[config.mk]
export PLATFORM = sky130hd
export DESIGN_NAME = fp8_dot_accumulator
export DESIGN_NICKNAME = d
export VERILOG_FILES = /design/src/rtl/fp8_dot_accumulator.sv
export SDC_FILE = /design/constraint.sdc
export NUM_CORES = 1
export LEC_CHECK = 0
export BUFFER_PORTS_ARGS = -buffer_cell sky130_fd_sc_hd__buf_4
export CAP_MARGIN = 10
export CORE_ASPECT_RATIO = 2
export CORE_MARGIN = 2
export CORE_UTILIZATION = 50
export CTS_CLUSTER_DIAMETER = 200
export DETAILED_ROUTE_END_ITERATION = 10
export GPL_ROUTABILITY_DRIVEN = 0
export PLACE_DENSITY_LB_ADDON = 0.1
export SLEW_MARGIN = 20
export SYNTH_ARGS = -nofsm -noshare
export SYNTH_HDL_FRONTEND = slang
export SYNTH_SLANG_ARGS = --single-unit
export TNS_END_PERCENT = 50
[constraint.sdc]
create_clock -name clk -period 8.4 [get_ports clk]
set_clock_uncertainty 0.15 [all_clocks]
set_input_delay 0.42 -clock clk [delete_from_list [all_inputs] [get_ports clk]]
set_output_delay 0.42 -clock clk [all_outputs]
set_load 0.01 [all_outputs]
[src/rtl/fp8_dot_accumulator.sv]
// Multi-lane mini-float dot-product unit: exact lane products are summed and folded into a
// saturating signed accumulator, with a drain/snapshot/clear sequence and sliced readout.
module fp8_dot_accumulator #(
  parameter int unsigned EW    = 4,
  parameter int unsigned MW    = 3,
  parameter int unsigned LANES = 4,
  parameter int unsigned ACC_W = 32,
  parameter int unsigned OUT_W = 16,
  localparam int unsigned FW   = 1 + EW + MW,
  localparam int unsigned SELW = ((ACC_W / OUT_W) > 1) ? $clog2(ACC_W / OUT_W) : 1
) (
  input  logic                clk,
  input  logic                reset,
  input  logic                in_valid,
  output logic                in_ready,
  input  logic [LANES*FW-1:0] in_a,
  input  logic [LANES*FW-1:0] in_b,
  input  logic                acc_clear,
  output logic                result_valid,
  output logic                result_sat,
  output logic                result_nan,
  input  logic [SELW-1:0]     out_sel,
  output logic [OUT_W-1:0]    out
);

  localparam int unsigned ProdW     = 2 * MW;
  localparam int unsigned ExpW      = EW + 1;
  localparam int unsigned TermW     = 2 * MW + 2 * ((1 << EW) - 1) + 1;
  localparam int unsigned SumW      = TermW + $clog2(LANES);
  localparam int unsigned ExtW      = ((ACC_W > SumW) ? ACC_W : SumW) + 1;
  localparam int unsigned NumSlices = ACC_W / OUT_W;

  localparam logic [ACC_W-1:0] AccMax = {1'b0, {(ACC_W - 1){1'b1}}};
  localparam logic [ACC_W-1:0] AccMin = {1'b1, {(ACC_W - 1){1'b0}}};

  typedef enum logic [1:0] {StRun, StDrain, StClear} state_e;

  state_e state_q, state_d;
  logic   in_ready_q, in_ready_d;
  logic   result_valid_q, result_valid_d;
  logic   result_sat_q, result_sat_d;
  logic   result_nan_q, result_nan_d;
  logic [ACC_W-1:0] result_q, result_d;

  // Stage 1: per-lane mantissa product, exponent sum, sign and invalid marker.
  logic                        s1_valid_q, s1_valid_d;
  logic [LANES-1:0][ProdW-1:0] s1_prod_q, s1_prod_d;
  logic [LANES-1:0][ExpW-1:0]  s1_exp_q, s1_exp_d;
  logic [LANES-1:0]            s1_neg_q, s1_neg_d;
  logic [LANES-1:0]            s1_inv_q, s1_inv_d;

  // Stage 2: exact signed sum of all lane terms.
  logic                   s2_valid_q, s2_valid_d;
  logic signed [SumW-1:0] s2_sum_q, s2_sum_d;
  logic                   s2_nan_q, s2_nan_d;

  // Stage 3: accumulator and sticky flags.
  logic signed [ACC_W-1:0] acc_q, acc_d;
  logic                    sat_q, sat_d;
  logic                    nan_q, nan_d;

  logic [FW-1:0]           op_a, op_b;
  logic [TermW-1:0]        lane_mag;
  logic signed [TermW-1:0] lane_term;
  logic signed [ExtW-1:0]  acc_ext;
  logic [ExtW-ACC_W:0]     acc_hi;

  always_comb begin
    s1_valid_d = in_valid && in_ready_q;
    s1_prod_d  = s1_prod_q;
    s1_exp_d   = s1_exp_q;
    s1_neg_d   = s1_neg_q;
    s1_inv_d   = s1_inv_q;
    op_a       = '0;
    op_b       = '0;
    for (int unsigned i = 0; i < LANES; i++) begin
      op_a = in_a[i*FW +: FW];
      op_b = in_b[i*FW +: FW];
      if (s1_valid_d) begin
        s1_prod_d[i] = ProdW'(op_a[MW-1:0]) * ProdW'(op_b[MW-1:0]);
        s1_exp_d[i]  = ExpW'(op_a[MW +: EW]) + ExpW'(op_b[MW +: EW]);
        s1_neg_d[i]  = op_a[FW-1] ^ op_b[FW-1];
        s1_inv_d[i]  = (op_a == '1) || (op_b == '1);
      end
    end
  end

  always_comb begin
    s2_valid_d = s1_valid_q;
    s2_sum_d   = s2_sum_q;
    s2_nan_d   = s2_nan_q;
    lane_mag   = '0;
    lane_term  = '0;
    if (s1_valid_q) begin
      s2_sum_d = '0;
      s2_nan_d = 1'b0;
      for (int unsigned i = 0; i < LANES; i++) begin
        lane_mag = TermW'(s1_prod_q[i]) << s1_exp_q[i];
        if (s1_inv_q[i]) begin
          lane_mag = '0;
        end
        // Negating a zero magnitude yields zero, so no negative zero can appear.
        lane_term = s1_neg_q[i] ? -$signed(lane_mag) : $signed(lane_mag);
        s2_sum_d  = s2_sum_d + SumW'(lane_term);
        s2_nan_d  = s2_nan_d | s1_inv_q[i];
      end
    end
  end

  always_comb begin
    acc_d   = acc_q;
    sat_d   = sat_q;
    nan_d   = nan_q;
    acc_ext = ExtW'(acc_q) + ExtW'(s2_sum_q);
    // The sum fits ACC_W exactly when all bits from the ACC_W sign bit up agree.
    acc_hi  = acc_ext[ExtW-1:ACC_W-1];
    if (s2_valid_q) begin
      if (s2_nan_q) begin
        nan_d = 1'b1;
      end
      if ((acc_hi != '0) && (acc_hi != '1)) begin
        sat_d = 1'b1;
        acc_d = acc_ext[ExtW-1] ? AccMin : AccMax;
      end else begin
        acc_d = acc_ext[ACC_W-1:0];
      end
    end
    if (state_q == StClear) begin
      acc_d = '0;
      sat_d = 1'b0;
      nan_d = 1'b0;
    end
  end

  always_comb begin
    state_d        = state_q;
    result_d       = result_q;
    result_sat_d   = result_sat_q;
    result_nan_d   = result_nan_q;
    result_valid_d = 1'b0;
    unique case (state_q)
      StRun: begin
        if (acc_clear) begin
          state_d = StDrain;
        end
      end
      StDrain: begin
        if (!s1_valid_q && !s2_valid_q) begin
          state_d = StClear;
        end
      end
      StClear: begin
        state_d        = StRun;
        result_d       = acc_q;
        result_sat_d   = sat_q;
        result_nan_d   = nan_q;
        result_valid_d = 1'b1;
      end
      default: state_d = StRun;
    endcase
    in_ready_d = (state_d == StRun);
  end

  always_ff @(posedge clk) begin
    if (reset) begin
      state_q        <= StRun;
      in_ready_q     <= 1'b1;
      result_valid_q <= 1'b0;
      result_sat_q   <= 1'b0;
      result_nan_q   <= 1'b0;
      result_q       <= '0;
      s1_valid_q     <= 1'b0;
      s1_prod_q      <= '0;
      s1_exp_q       <= '0;
      s1_neg_q       <= '0;
      s1_inv_q       <= '0;
      s2_valid_q     <= 1'b0;
      s2_sum_q       <= '0;
      s2_nan_q       <= 1'b0;
      acc_q          <= '0;
      sat_q          <= 1'b0;
      nan_q          <= 1'b0;
    end else begin
      state_q        <= state_d;
      in_ready_q     <= in_ready_d;
      result_valid_q <= result_valid_d;
      result_sat_q   <= result_sat_d;
      result_nan_q   <= result_nan_d;
      result_q       <= result_d;
      s1_valid_q     <= s1_valid_d;
      s1_prod_q      <= s1_prod_d;
      s1_exp_q       <= s1_exp_d;
      s1_neg_q       <= s1_neg_d;
      s1_inv_q       <= s1_inv_d;
      s2_valid_q     <= s2_valid_d;
      s2_sum_q       <= s2_sum_d;
      s2_nan_q       <= s2_nan_d;
      acc_q          <= acc_d;
      sat_q          <= sat_d;
      nan_q          <= nan_d;
    end
  end

  always_comb begin
    out = '0;
    for (int i = 0; i < int'(NumSlices); i++) begin
      if (int'(out_sel) == i) begin
        out = result_q[i*OUT_W +: OUT_W];
      end
    end
  end

  assign in_ready     = in_ready_q;
  assign result_valid = result_valid_q;
  assign result_sat   = result_sat_q;
  assign result_nan   = result_nan_q;

endmodule

==> results by group <==
Clock network
  – Clock-pin slew on the worst setup and hold paths: 0.08 ns
  – Maximum clock path buffer count: 2
  – CTS sink cnt: 166
  – Hold-fix buffers at CTS: 0
  – CTS tree: done
  – Htree depth: 4
  – Root Driver: clkbuf_16
  – Total CTS buffers: 17
  – CTS resizes: 0
  – Clk_lat worst skew: roughly 0.47 ns
  – Post CTS Setup Buffer Count: 0

Route
  – DRT Pass-1 Iters: 8
  – Wirelength per Cell: just under 20 um
  – Routed Wire Length: roughly 62000 um
  – Vias/cell: between 6 and 7
  – Routed Antenna Nets: 0
  – Number of remaining DRC errors: 0
  – DRC marker count from the first detailed-route iteration: ~1300
  – Vias: between 15000 and 20000

Setup path
  – CP Launch Type: flip-flop
  – CP Buf/Inv Count: 3
  – Cell family with most CP delay: compound AO/OA/AOI/OAI gates
  – Crit path required time: ~8.6 ns
  – CP max stage cell: dfxtp_1
  – Worst-path fanout max: 20
  – Most frequent CP cell: inv_1
  – Crit path largest cell delay: between 0.7 and 0.8 ns
  – WP data arrival: around 7.8 ns
  – Critical Path End Type: flip-flop
  – WS Path Type: flip-flop to flip-flop

Synthesis
  – Register area share after synthesis: 16.5%
  – Largest family of logic cells by synthesized area: compound AO/OA/AOI/OAI gates
  – Post-synthesis simple-gate area fraction: 22.0%
  – Adder-Cell Fraction of Synth Area: approximately 16%
  – Avg Inst Size Synth: ~7.6 um2
  – Most used flip-flop cell after synthesis: dfxtp_1
  – Cells after Synth: ~2600
  – Compound-gate portion of the synthesized area: ~25%
  – Mux share of post-synthesis cell area: under 10%
  – Post-synthesis xor/xnor area fraction: under 10%
  – Yosys top cell area share: between 15 and 20%
  – Synth async-reset ratio: 0%
  – Netlist cell types: approximately 110
  – EDFF count, synth: 0
  – Largest cells by area after synthesis: dfxtp_1 16%, fa_1 8.7%, ha_1 7.3%, xnor2_1 5.4%, nand2_1 5.0%
  – Syn Nets: a little under 3000
  – Yosys warns: 0
  – Synth Cell Area: 0.0202 mm2
  – Synthesis-stage register bit count: approximately 170
  – Area leader, netlist: dfxtp_1

Layout
  – Antenna cells: 0
  – Layout cell share with drive strength beyond 1: a little under a tenth
  – Commonest non-fill, non-tap cell in the layout: nand2_1
  – Finished Core Util: roughly 54%
  – FF/Latch Area: 0.00332 mm2
  – Nets: 2892
  – Layout fillers: about 3900
  – Commonest cells after routing, fill and taps aside: 266 x nand2_1, 254 x nor2_1, 195 x inv_1, 166 x a21oi_1, 165 x dfxtp_1
  – Area grow syn2layout: 7.47%
  – Area of the multi-input gates: 0.0155 mm2

STA
  – Upper clock frequency limit: 131 MHz
  – Setup TNS: 0 ns
  – Post-route setup slack: roughly 0.79 ns
  – Slew Limit Fails: 0
  – Endpoints failing hold: 0
  – Worst slew margin: 30.8%
  – RSZ-0062 raised after global routing: false
  – Final setup fails: 0
  – Post-layout min period: between 7 and 8 ns
  – Worst Tran Pin Value: just over 1 ns
  – Hold WS: about 0.10 ns
  – Crit share post-route: between 90 and 100%

Die
  – Die Wd: 146 um
  – # rows: ~100
  – # IOs: slightly below 90
  – Die Y: about 290 um
  – Initial Util: 50.4%
  – Core footprint: 0.0399 mm2
  – Full die area: 0.0420 mm2

Global route
  – Initial antenna violation count: 0
  – Largest net degree at the start of global routing: 54
  – GRT Total Usage: between 20 and 30%
  – First-pass GRT wire length: between 90000 and 100000 um
  – GR Overflow Total: 0
  – Number of global-route vias before repair: between 15000 and 20000

Power and ir drop
  – VDD IR max: 0.000151 V
  – Pwr per Cell Area: 178 mW/mm2
  – Leakage power: about 9.2 nW

Flow run
  – Max capacitance violation total: 0

Placement
  – Setup slack at placement: around 0.86 ns
  – DP Wirelength: 48600 um
  – PortBufs: 88

Run status
  – Outcome: finished, final reports clean

Worst hold path
  – HP Class: input pin to flip-flop
## area by class of cell
class,instances,area share [%]
sequential,166,15.3
clock inverter,15,0.965
timing repair buffer,105,3.64
clock buffer,17,1.96
tap,530,3.06
inverter,198,3.43
multi-input combinational,2130,71.6
## worst paths after layout
check / cells past startpoint / endpoint / from / slack (ns)
min: 3 / s1_prod_q[12]$_SDFFE_PP0P_ / in_a[16] / 0.10
min reg2reg: 1 / result_q[21]$_SDFFE_PP0P_ / result_q[21]$_SDFFE_PP0P_ / 0.33
max: 25 / s2_sum_q[37]$_SDFFE_PP0P_ / s1_exp_q[6]$_SDFFE_PP0P_ / 0.79
max reg2reg: 25 / s2_sum_q[37]$_SDFFE_PP0P_ / s1_exp_q[6]$_SDFFE_PP0P_ / 0.79
## Yosys cell counts, drive strengths merged (7+ instances only)
cell type	instances
nand2	270
nor2	257
inv	195
a21oi	170
dfxtp	166
o21ai	159
xnor2	125
ha	117
clkbuf	99
fa	88
nor3	56
mux2i	53
and2	52
a21o	50
nand3	50
xor2	50
a22o	45
buf	44
nand4	43
nand2b	40
nor2b	40
a221o	36
a211oi	35
mux2	28
o211ai	28
a31oi	26
o21bai	24
o31ai	23
o21a	21
or2	21
o22ai	19
and3	16
or3	15
mux4	14
nand3b	12
nor4	12
a21boi	10
o2111ai	9
a22oi	8
a32o	8
a32oi	7
a41oi	7
## registers in the layout, summed over array words and instances, names as in the netlist
register / count
acc_q: 32
result_sat: 1
s1_exp_q: 20
in_ready: 1
state_q: 2
s2_nan_q: 1
sat_q: 1
s1_neg_q: 4
result_valid: 1
s1_inv_q: 4
s2_sum_q: 39
s1_valid_q: 1
result_nan: 1
result_q: 32
s1_prod_q: 24
nan_q: 1
s2_valid_q: 1
## tightest hold or removal path: stages
cell and delay, ns:
buf_4 0.12, nand3_1 0.06, a21oi_1 0.06
## power by group
part	internal (mW)	switching [mW]	total [mW]
combinational	0.795	1.24	2.03
sequential	0.852	0.104	0.956
clock	0.457	0.403	0.861
## through the flow
stage,cell area (um2),std cells,power (mW)
detailed placement,21000,3129,2.99
CTS,21700,3161,3.86
global route,21700,3161,4.14
finish,21700,3161,3.85
global placement,21000,3129,2.97
floorplan,20200,2637,2.47
## cells by family (layout without fill, tap and decap cells)
kind of cell,after synthesis,in the layout
AOI/OAI and AO/OA,747,747
and+or+nand+nor,908,908
DFF,166,166
muxes,95,95
adders and majority gates,205,205
xor gates and xnor gates,175,175
buffers and inverters,341,335
## per-layer routing
metal	vias to the layer above	track usage, %	routed length [um]
met3	146	3.31	3010
met5	-	0	0
met2	595	50.7	29900
met4	0	15.3	3290
li1	9361	-	-
met1	9125	35.8	25400
No activity file was read; power rests on OpenSTA's default activity.
